<file path="config.mk">
export PLATFORM = sky130hd
export DESIGN_NAME = oled_source_scheduler_flat
export DESIGN_NICKNAME = d
export VERILOG_FILES = /design/src/rtl/oled_pkg.sv /design/src/rtl/oled_source_scheduler_if.sv /design/src/rtl/oled_source_scheduler_activity_detector.sv /design/src/rtl/oled_source_scheduler.sv /design/src/flat_wrapper.sv
export SDC_FILE = /design/constraint.sdc
export NUM_CORES = 1
export LEC_CHECK = 0
export CORE_MARGIN = 5
export CORE_UTILIZATION = 50
export DETAILED_ROUTE_END_ITERATION = 8
export GPL_TIMING_DRIVEN = 0
export HOLD_SLACK_MARGIN = 0.03
export PLACE_DENSITY = 0.91
export SLEW_MARGIN = 40
export SYNTH_ARGS = -nofsm -noshare
export SYNTH_HDL_FRONTEND = slang
export SYNTH_SLANG_ARGS = --single-unit
</file>
<file path="constraint.sdc">
create_clock -name clk12p5mhz_clk -period 4.13 [get_ports clk12p5mhz_clk]
set_input_delay 1.239 -clock clk12p5mhz_clk [delete_from_list [all_inputs] [get_ports clk12p5mhz_clk]]
set_output_delay 1.239 -clock clk12p5mhz_clk [all_outputs]
set_load 0.01 [all_outputs]
</file>
<file path="src/rtl/oled_pkg.sv">
// Shared display constants, FSM state and source encodings for the OLED pixel scheduler.
package oled_pkg;

    localparam int OLED_WIDTH  = 96;
    localparam int OLED_HEIGHT = 64;

    localparam logic [15:0] COLOR_BLACK = 16'h0000;
    localparam logic [15:0] COLOR_WHITE = 16'hFFFF;

    typedef enum logic [1:0] {
        NORMAL = 2'd0,
        WIPE   = 2'd1,
        SAVER  = 2'd2
    } state_t;

    typedef enum logic [1:0] {
        SRC_VOLUME = 2'd0,
        SRC_MENU   = 2'd1,
        SRC_SAVER  = 2'd2,
        SRC_WIPE   = 2'd3
    } source_t;

    // Rows past the panel never occur in a legal scan but are blanked all the same.
    function automatic logic on_screen(input logic [7:0] x, input logic [6:0] y, input int width);
        return (int'(x) < width) && (int'(y) < OLED_HEIGHT);
    endfunction

endpackage

</file>
<file path="src/rtl/oled_source_scheduler_if.sv">
// Pixel-stream bus between the colour generators, the scheduler and the OLED driver.
interface oled_source_scheduler_if;
    logic        tick_1hz;
    logic        frame_begin;
    logic [7:0]  coordinate_x;
    logic [6:0]  coordinate_y;
    logic        btn_activity;
    logic        menu_switch;
    logic        SW_2;
    logic [5:0]  volume_level;
    logic [15:0] menu_color;
    logic [15:0] volume_color;
    logic [15:0] saver_color;
    logic [15:0] oled_data;
    logic        saver_active;
    logic [1:0]  active_source;

    modport master (
        output tick_1hz, frame_begin, coordinate_x, coordinate_y, btn_activity,
               menu_switch, SW_2, volume_level, menu_color, volume_color, saver_color,
        input  oled_data, saver_active, active_source
    );

    modport slave (
        input  tick_1hz, frame_begin, coordinate_x, coordinate_y, btn_activity,
               menu_switch, SW_2, volume_level, menu_color, volume_color, saver_color,
        output oled_data, saver_active, active_source
    );
endinterface

</file>
<file path="src/rtl/oled_source_scheduler_activity_detector.sv">
// Turns buttons, menu-switch edges and large volume jumps into an activity pulse,
// and counts idle seconds since the last one.
module activity_detector #(
    parameter int IDLE_SECONDS = 10,
    parameter int VOL_DELTA    = 4
) (
    input  logic       clk,
    input  logic       rst_n,
    input  logic       btn_activity,
    input  logic       menu_switch,
    input  logic       tick_1hz,
    input  logic [5:0] volume_level,
    output logic       activity,
    output logic [7:0] idle_cnt
);

    logic              menu_prev;
    logic [5:0]        last_vol;
    logic signed [6:0] vol_diff;
    logic [6:0]        vol_mag;
    logic              vol_event;

    always_comb begin
        vol_diff  = $signed({1'b0, volume_level}) - $signed({1'b0, last_vol});
        vol_mag   = vol_diff[6] ? 7'(-vol_diff) : 7'(vol_diff);
        vol_event = (vol_mag >= 7'(VOL_DELTA));
        activity  = btn_activity || (menu_switch != menu_prev) || vol_event;
    end

    // NOTE: state registers use non-blocking assignments so every flop samples pre-edge values.
    always_ff @(posedge clk or negedge rst_n) begin
        if (!rst_n) begin
            menu_prev <= 1'b0;
            last_vol  <= '0;
            idle_cnt  <= '0;
        end else begin
            menu_prev <= menu_switch;
            // The reference level only moves on an accepted jump, so slow drift accumulates.
            if (vol_event)
                last_vol <= volume_level;
            if (activity)
                idle_cnt <= '0;
            else if (tick_1hz && (idle_cnt != 8'(IDLE_SECONDS)))
                idle_cnt <= idle_cnt + 8'd1;
        end
    end

endmodule

</file>
<file path="src/rtl/oled_source_scheduler.sv">
// Chooses menu, volume or screensaver colour per pixel; screensaver entry wipes in
// column by column and every source change waits for a frame boundary.
module oled_source_scheduler
    import oled_pkg::*;
#(
    parameter int IDLE_SECONDS = 10,
    parameter int VOL_DELTA    = 4,
    parameter int WIPE_STEP    = 8,
    parameter int WIDTH        = OLED_WIDTH
) (
    input  logic                    clk12p5mhz_clk,
    input  logic                    rst_n,
    oled_source_scheduler_if.slave  bus
);

    state_t      state, state_next;
    logic [7:0]  wipe_col, wipe_next;
    logic [8:0]  wipe_sum;
    logic [7:0]  idle_cnt;
    logic        activity;
    logic        exit_pend;
    logic        exit_now;
    logic        enter_req;
    logic [15:0] normal_px, pixel;
    source_t     source;

    activity_detector #(
        .IDLE_SECONDS (IDLE_SECONDS),
        .VOL_DELTA    (VOL_DELTA)
    ) u_activity (
        .clk          (clk12p5mhz_clk),
        .rst_n        (rst_n),
        .btn_activity (bus.btn_activity),
        .menu_switch  (bus.menu_switch),
        .tick_1hz     (bus.tick_1hz),
        .volume_level (bus.volume_level),
        .activity     (activity),
        .idle_cnt     (idle_cnt)
    );

    // NOTE: every always_comb output gets a default first so no path can infer a latch.
    always_comb begin
        state_next = state;
        wipe_next  = wipe_col;
        enter_req  = (idle_cnt == 8'(IDLE_SECONDS)) && bus.SW_2;
        exit_now   = exit_pend || activity || !bus.SW_2;
        wipe_sum   = {1'b0, wipe_col} + 9'(WIPE_STEP);
        if (bus.frame_begin) begin
            unique case (state)
                NORMAL: if (enter_req) begin
                    state_next = WIPE;
                    wipe_next  = 8'(WIPE_STEP);
                end
                WIPE: if (exit_now) begin
                    state_next = NORMAL;
                    wipe_next  = '0;
                end else if (wipe_sum >= 9'(WIDTH)) begin
                    state_next = SAVER;
                end else begin
                    wipe_next  = wipe_sum[7:0];
                end
                SAVER: if (exit_now) begin
                    state_next = NORMAL;
                    wipe_next  = '0;
                end
                default: state_next = NORMAL;
            endcase
        end
    end

    always_comb begin
        normal_px = bus.menu_switch ? bus.menu_color : bus.volume_color;
        pixel     = normal_px;
        source    = bus.menu_switch ? SRC_MENU : SRC_VOLUME;
        unique case (state)
            WIPE: begin
                source = SRC_WIPE;
                if (bus.coordinate_x < wipe_col)
                    pixel = bus.saver_color;
            end
            SAVER: begin
                source = SRC_SAVER;
                pixel  = bus.saver_color;
            end
            default: ;
        endcase
        if (!on_screen(bus.coordinate_x, bus.coordinate_y, WIDTH))
            pixel = COLOR_BLACK;
    end

    // NOTE: all control flops are asynchronously reset; there is no memory array here to leave unreset.
    always_ff @(posedge clk12p5mhz_clk or negedge rst_n) begin
        if (!rst_n) begin
            state             <= NORMAL;
            wipe_col          <= '0;
            exit_pend         <= 1'b0;
            bus.oled_data     <= COLOR_BLACK;
            bus.active_source <= SRC_VOLUME;
            bus.saver_active  <= 1'b0;
        end else begin
            state    <= state_next;
            wipe_col <= wipe_next;
            // An exit requested mid-frame is remembered until the boundary that applies it.
            if (bus.frame_begin)
                exit_pend <= 1'b0;
            else if ((state != NORMAL) && (activity || !bus.SW_2))
                exit_pend <= 1'b1;
            bus.oled_data     <= pixel;
            bus.active_source <= source;
            bus.saver_active  <= (state != NORMAL);
        end
    end

endmodule
</file>
<file path="src/flat_wrapper.sv">
// flat-port wrapper written by rule: the top's interface ports become plain ports
module oled_source_scheduler_flat import oled_pkg::*;
#(
    parameter int IDLE_SECONDS = 10,
    parameter int VOL_DELTA    = 4,
    parameter int WIPE_STEP    = 8,
    parameter int WIDTH        = OLED_WIDTH
)
  (clk12p5mhz_clk, rst_n, bus_tick_1hz, bus_frame_begin, bus_coordinate_x, bus_coordinate_y, bus_btn_activity, bus_menu_switch, bus_SW_2, bus_volume_level, bus_menu_color, bus_volume_color, bus_saver_color, bus_oled_data, bus_saver_active, bus_active_source);
  oled_source_scheduler_if bus_i ();
  input  logic clk12p5mhz_clk;
  input  logic rst_n;
  input wire logic [$bits(bus_i.tick_1hz)-1:0] bus_tick_1hz;
  input wire logic [$bits(bus_i.frame_begin)-1:0] bus_frame_begin;
  input wire logic [$bits(bus_i.coordinate_x)-1:0] bus_coordinate_x;
  input wire logic [$bits(bus_i.coordinate_y)-1:0] bus_coordinate_y;
  input wire logic [$bits(bus_i.btn_activity)-1:0] bus_btn_activity;
  input wire logic [$bits(bus_i.menu_switch)-1:0] bus_menu_switch;
  input wire logic [$bits(bus_i.SW_2)-1:0] bus_SW_2;
  input wire logic [$bits(bus_i.volume_level)-1:0] bus_volume_level;
  input wire logic [$bits(bus_i.menu_color)-1:0] bus_menu_color;
  input wire logic [$bits(bus_i.volume_color)-1:0] bus_volume_color;
  input wire logic [$bits(bus_i.saver_color)-1:0] bus_saver_color;
  output wire logic [$bits(bus_i.oled_data)-1:0] bus_oled_data;
  output wire logic [$bits(bus_i.saver_active)-1:0] bus_saver_active;
  output wire logic [$bits(bus_i.active_source)-1:0] bus_active_source;
  assign bus_i.tick_1hz = bus_tick_1hz;
  assign bus_i.frame_begin = bus_frame_begin;
  assign bus_i.coordinate_x = bus_coordinate_x;
  assign bus_i.coordinate_y = bus_coordinate_y;
  assign bus_i.btn_activity = bus_btn_activity;
  assign bus_i.menu_switch = bus_menu_switch;
  assign bus_i.SW_2 = bus_SW_2;
  assign bus_i.volume_level = bus_volume_level;
  assign bus_i.menu_color = bus_menu_color;
  assign bus_i.volume_color = bus_volume_color;
  assign bus_i.saver_color = bus_saver_color;
  assign bus_oled_data = bus_i.oled_data;
  assign bus_saver_active = bus_i.saver_active;
  assign bus_active_source = bus_i.active_source;
  oled_source_scheduler #(.IDLE_SECONDS(IDLE_SECONDS), .VOL_DELTA(VOL_DELTA), .WIPE_STEP(WIPE_STEP), .WIDTH(WIDTH)) u_core (.clk12p5mhz_clk(clk12p5mhz_clk), .rst_n(rst_n), .bus(bus_i));
endmodule
</file>
# ---- After elaboration in Yosys (flattened, before gate mapping)
# Cells that the tools add are included.
dict set report classes {
  reduce_logical 17
  magnitude_cmp 5
  muxes 21
  n_addsub 4
  eq_ne 9
}
# op count
set op_table {}
lappend op_table {{two-way mux 16 bit} 3}
lappend op_table {{two-way mux 8 bit} 6}
lappend op_table {{one-hot mux 16 bit (2 select lines)} 1}
lappend op_table {{one-hot mux 8 bit (3 select lines)} 1}
lappend op_table {{adder 8 x 4 -> 9 bit (second input constant)} 1}
lappend op_table {{greater-or-equal comparator 9 x 7 -> 1 bit (second input constant)} 1}
lappend op_table {{adder 8 x 1 -> 8 bit (second input constant)} 1}
lappend op_table {{== test 8 x 4 -> 1 bit (second input constant)} 1}
lappend op_table {{less-than comparator 8 x 7 -> 1 bit (second input constant)} 1}
lappend op_table {{less-than comparator 8 bit} 1}
lappend op_table {{two-way mux 2 bit} 4}
lappend op_table {{inequality test 8 x 4 -> 1 bit (second input constant)} 1}
lappend op_table {{greater-or-equal comparator 7 x 3 -> 1 bit (second input constant)} 1}
lappend op_table {{less-than comparator 7 bit (second input constant)} 1}
lappend op_table {{two-way mux 7 bit} 1}
lappend op_table {{negator 7 bit} 1}
lappend op_table {{subtractor 6 x 6 -> 7 bit} 1}
lappend op_table {{one-hot mux 2 bit (3 select lines)} 1}
lappend op_table {{nonzero test 2 bit} 3}
lappend op_table {{logical OR 1 bit} 5}
lappend op_table {{AND reduction 5 bit} 1}
lappend op_table {{logical AND 1 bit} 4}
lappend op_table {{inequality test 2 x 1 -> 1 bit (second input constant)} 2}
lappend op_table {{one-hot mux 2 bit (2 select lines)} 1}
lappend op_table {{other kinds (10)} 12}
dict set report totals {
  regBits 45
  wordCells 65
  output_inout_bits 19
  inputBits 76
}

# ---- Depth between registers and ports, before layout
dict set report logic_depth {
  word_depth 9
  ltp_mapped 12
  ltp_nobuf 11
}

# ---- Hierarchy
# A second synthesis with hierarchy kept.
dict set report hier_totals {
  cells_unflattened 249
  hier_area_um2 2611.3
}
# mod cells_per_inst instances seq_area_each_um2 area_each_um2
set modules_own_cells {}
lappend modules_own_cells {oled_source_scheduler 141 1 675.6 1560.2}
lappend modules_own_cells {activity_detector 108 1 375.4 1051.0}

# ---- Least setup slack after synthesis
# OpenSTA, ideal clock, no wires.
dict set report synth_timing {
  path_type {input -> register}
  start {input port bus_volume_level[0]}
  end {register u_core.u_activity.last_vol[1]}
  n_path_buf 1
  t_arrival_ps 3538
  required_ps 4005
  stages 12
  setup_ps 125
  path_slack_ps 467
  cell_sequence {inv_1 ha_1 inv_1 fa_1 and3_1 o21a_1 or2_1 mux2_4 o31ai_2 and2_1 buf_4 mux2_2}
}
dict set report synth_via {
  elab_chain_len 4
}
# item line
set synth_lines {}
lappend synth_lines {{start, declared} flat_wrapper.sv:20} ;# input wire logic [$bits(bus_i.volume_level)-1:0] bus_volume_level;
lappend synth_lines {{subtractor 6 x 6 -> 7 bit *} oled_source_scheduler_activity_detector.sv:24} ;# vol_diff = $signed({1'b0, volume_level}) - $signed({1'b0, last_vol});
lappend synth_lines {{negator 7 bit} oled_source_scheduler_activity_detector.sv:25} ;# vol_mag = vol_diff[6] ? 7'(-vol_diff) : 7'(vol_diff);
lappend synth_lines {{two-way mux 7 bit *} oled_source_scheduler_activity_detector.sv:25}
lappend synth_lines {{greater-or-equal comparator 7 x 3 -> 1 bit *} oled_source_scheduler_activity_detector.sv:26} ;# vol_event = (vol_mag >= 7'(VOL_DELTA));
lappend synth_lines {{end signal, assigned} oled_source_scheduler_activity_detector.sv:40} ;# last_vol <= volume_level;
lappend synth_lines {{end, declared} oled_source_scheduler_activity_detector.sv:18} ;# logic [5:0] last_vol;
# Every way passes the cells marked *; elsewhere a longest branch is shown, timed or not.
# A chain may end at the register's enable or synchronous reset.

# ---- Worst setup path after layout
dict set report layout_timing {
  start {input port bus_volume_level[2]}
  end {register u_core.u_activity.last_vol[5]}
}
# Same word-level chain as after synthesis.

==> flow_summary.yaml <==
yosys:
  synthesis.nets: 438
  synth_top_area_cell: "dfrtp_1"
  synth_top_area_share_pct: 35.8
  ys_seq_area_share_pct: 35.8
  netlist_instances: 343
  avgSynthCellArea_um2: 8.57
  synthesis.area_mm2: 0.00294
  yosys-top-cells-area: "dfrtp_1, mux2_2, ha_1"
  synth-main-ff-cell: "dfrtp_1"
  yosysWarnings: 0
  synth_seq_cells: 42
  ys_async_sr_fraction_pct: 100
  synth-edff-count: 0
  synth.distinct_cells: 49
final_layout:
  area_delta_synth_final_pct: 35.6
  nets: 530
  fin_util_pct: 68.5
  n_fill_cell: 456
  diodes: 0
  drive_above_1_share_pct: 9.20
drt:
  postRouteWirelength_mm: 7.97
  first_pass_iters: 4
  drt_iter0_drc: 177
  drcViolationCount: 0
  num_vias: 2921
  wl_per_cell_um: 15.6
  ant_nets: 0
  avgViaCountPerCell: 5.73
power:
  p_seq_share_pct: 31.9
  combPwrFrac_pct: 52.0
  ir_worst_vdd_v: 0.000253
  p_int_w: 0.000952
  powerDensity_mw_per_mm2: 400
  power_switching_w: 0.000641
  power_frac_clock_pct: 16.0
  switching_share_pct: 40.2
  p_leak_nw: 1.64
  power.total_w: 0.00159
critical_path:
  end_kind: "flip-flop"
  start_kind: "primary input"
  crit_path_start: "bus_volume_level[2]"
  cp.required_ns: 4.31
  crit_type: "primary input to flip-flop"
  r2r_start: "u_core.u_activity.last_vol[2]$_DFFE_PN0P_"
  arrival_ns: 4.12
  worstPathMaxFanout: 6
sta:
  relSlewSlack_pct: 53.5
  clock_skew_ns: 0.00893
  hold_violations: 0
  setup_ws_ns: 0.188
  rsz0062_at_grt: "false"
  fin_crit_ns: 3.94
  tightest_slew_ns: 0.693
  slew_viol_final: 0
  setup_violations: 0
  fmax_ghz: 0.254
  finalCritPeriodShare_pct: 95.4
placed_design:
  gp_congestion: 0.875
  pre_cts_slack_ns: -0.258
  dp_hpwl_mm: 6.07
  io_buffers: 85
cts:
  cts_setup_buffers: 0
  cts_resized: 0
  root_buffer: "clkbuf_8"
  h-tree-depth: 2
  worstSkewPairLatency_ns: 0.30
  cts_max_path_buffers: 2
  clk_pin_slew_worst_paths_ns: 0.07
  cts.sinks: 42
  numCtsBuffers: 5
  cts_tree: "yes"
  cts-hold-fix-buffers: 0
hold_path:
  hold_path.class: "flip-flop to flip-flop"
  hold_start: "u_core.u_activity.last_vol[3]$_DFFE_PN0P_"
die:
  die-area_mm2: 0.00751
  initial_core_util_pct: 50.5
  die_w_um: 86.7
  core_area_mm2: 0.00582
  ioPinCount: 95
  die_h_um: 86.7
  row_count: 28
global_route:
  grt_pass1_vias: 2816
  grt-ovfl-total: 0
  grt_usage_pct: 20.6
  antenna_found_initial: 0
  grt_pass1_wl_mm: 12.5
  grt_max_degree: 43
run:
  drv_cap: 0
status:
  status: "finished, final reports clean"
## registers in the layout, indices dropped and copies added (netlist names)
| register | flops |
|---|---|
| u_core.u_activity.last_vol | 6 |
| u_core.u_activity.menu_prev | 1 |
| u_core.wipe_col | 5 |
| u_core.exit_pend | 1 |
| u_core.bus.saver_active | 1 |
| u_core.state | 2 |
| u_core.bus.active_source | 2 |
| u_core.bus.oled_data | 16 |
| u_core.u_activity.idle_cnt | 8 |
## cell usage in the layout, fill, tap and decap left out, types with 4 or more instances in the layout
master           instances
nor3_1                   6
ha_1                    18
a31oi_1                 15
and2_1                   4
clkbuf_8                 5
inv_1                   25
nor2_1                  18
nand2_1                 40
clkbuf_1                15
xor2_1                   5
o21a_1                   4
o21ai_0                 25
dfrtp_1                 42
nand3_1                 39
xnor2_1                  4
clkdlybuf4s50_1         84
a21oi_1                  8
mux2_2                  21
## power groups by stage
stage	Sequential, W	Clock (W)	Combinational, W
after floorplan	0.000527	0	0.000491
after global placement	0.000512	0	0.000761
after detailed placement	0.000516	0	0.000791
after CTS	0.000508	0.000263	0.000796
after global routing	0.000516	0.000275	0.000907
final	0.000509	0.000256	0.000829
## path summary, 6_finish.rpt
| kind | slack, ns | end | cells after the start |
|---|---|---|---|
| worst max-delay path | 0.19 | u_core.u_activity.last_vol[5]$_DFFE_PN0P_ | 10 |
| worst min-delay path | 0.51 | u_core.u_activity.last_vol[3]$_DFFE_PN0P_ | 1 |
| worst max register to register | 1.21 | u_core.u_activity.last_vol[5]$_DFFE_PN0P_ | 10 |
| worst min register to register | 0.51 | u_core.u_activity.last_vol[3]$_DFFE_PN0P_ | 1 |
| max in group asynchronous | 2.84 | u_core.u_activity.idle_cnt[5]$_DFFE_PN0P_ | 1 |
| min in group asynchronous | 0.92 | u_core.wipe_col[6]$_DFFE_PN0P_ | 1 |
## cell type report
type | instances | area, um2 | share of cell area (%)
buffer | 17 | 67.6 | 1.70
clock buffer | 5 | 68.8 | 1.73
clock inverter | 2 | 15.0 | 0.377
inverter | 25 | 93.8 | 2.35
multi-input combinational | 259 | 1750 | 43.8
sequential | 42 | 1050 | 26.4
tap | 75 | 93.8 | 2.35
timing repair buffer | 85 | 848 | 21.3
## stage by stage
stage	setup TNS (ns)	instance area (um2)	hold WS [ns]	cells
floorplan	0	2940	0.472	343
global placement	-0.812	3880	0.488	503
detailed placement	-2.60	3880	0.498	503
CTS	0	3960	0.516	510
global route	0	3990	0.526	510
finish	0	3990	0.512	510
## kinds of logic after synthesis
family	after synthesis	share of synthesized area [%]
xor gates and xnor gates	10	2.98
adders and majority gates	19	8.35
DFF	42	35.8
AOI/OAI and AO/OA	81	18.0
and+or+nand+nor	124	19.8
buffers and inverters	42	5.49
muxes	25	9.58
## Yosys cell counts (all sizes together) (6+ instances only)
cell and instances:
nor3 6, a31oi 15, clkbuf 15, nor2 19, nand2 40, inv 25, o21ai 25, dfrtp 42
nand3 39, xor2 6, mux2 22, ha 18, a21oi 8
## worst max-delay path: stages
cell and delay (ns):
clkdlybuf4s50_1 0.43, ha_1 0.37, o21ai_0 0.26, a2111oi_0 0.14, a311oi_1 0.62, nand3_1 0.28
o31ai_4 0.13, and2_1 0.16, buf_4 0.15, mux2_2 0.34
## routing by layer
metal | part of all wire, % | wire (um) | global-route usage [%] | vias to the layer above
met5 | 0 | 0 | 0 | -
met3 | 10 | 811 | 5.99 | 19
met1 | 40 | 3190 | 24.1 | 1351
li1 | - | - | - | 1400
met4 | 1.8 | 144 | 6.94 | 0
met2 | 48 | 3830 | 36.0 | 151
No activity file was read; power rests on OpenSTA's default activity.
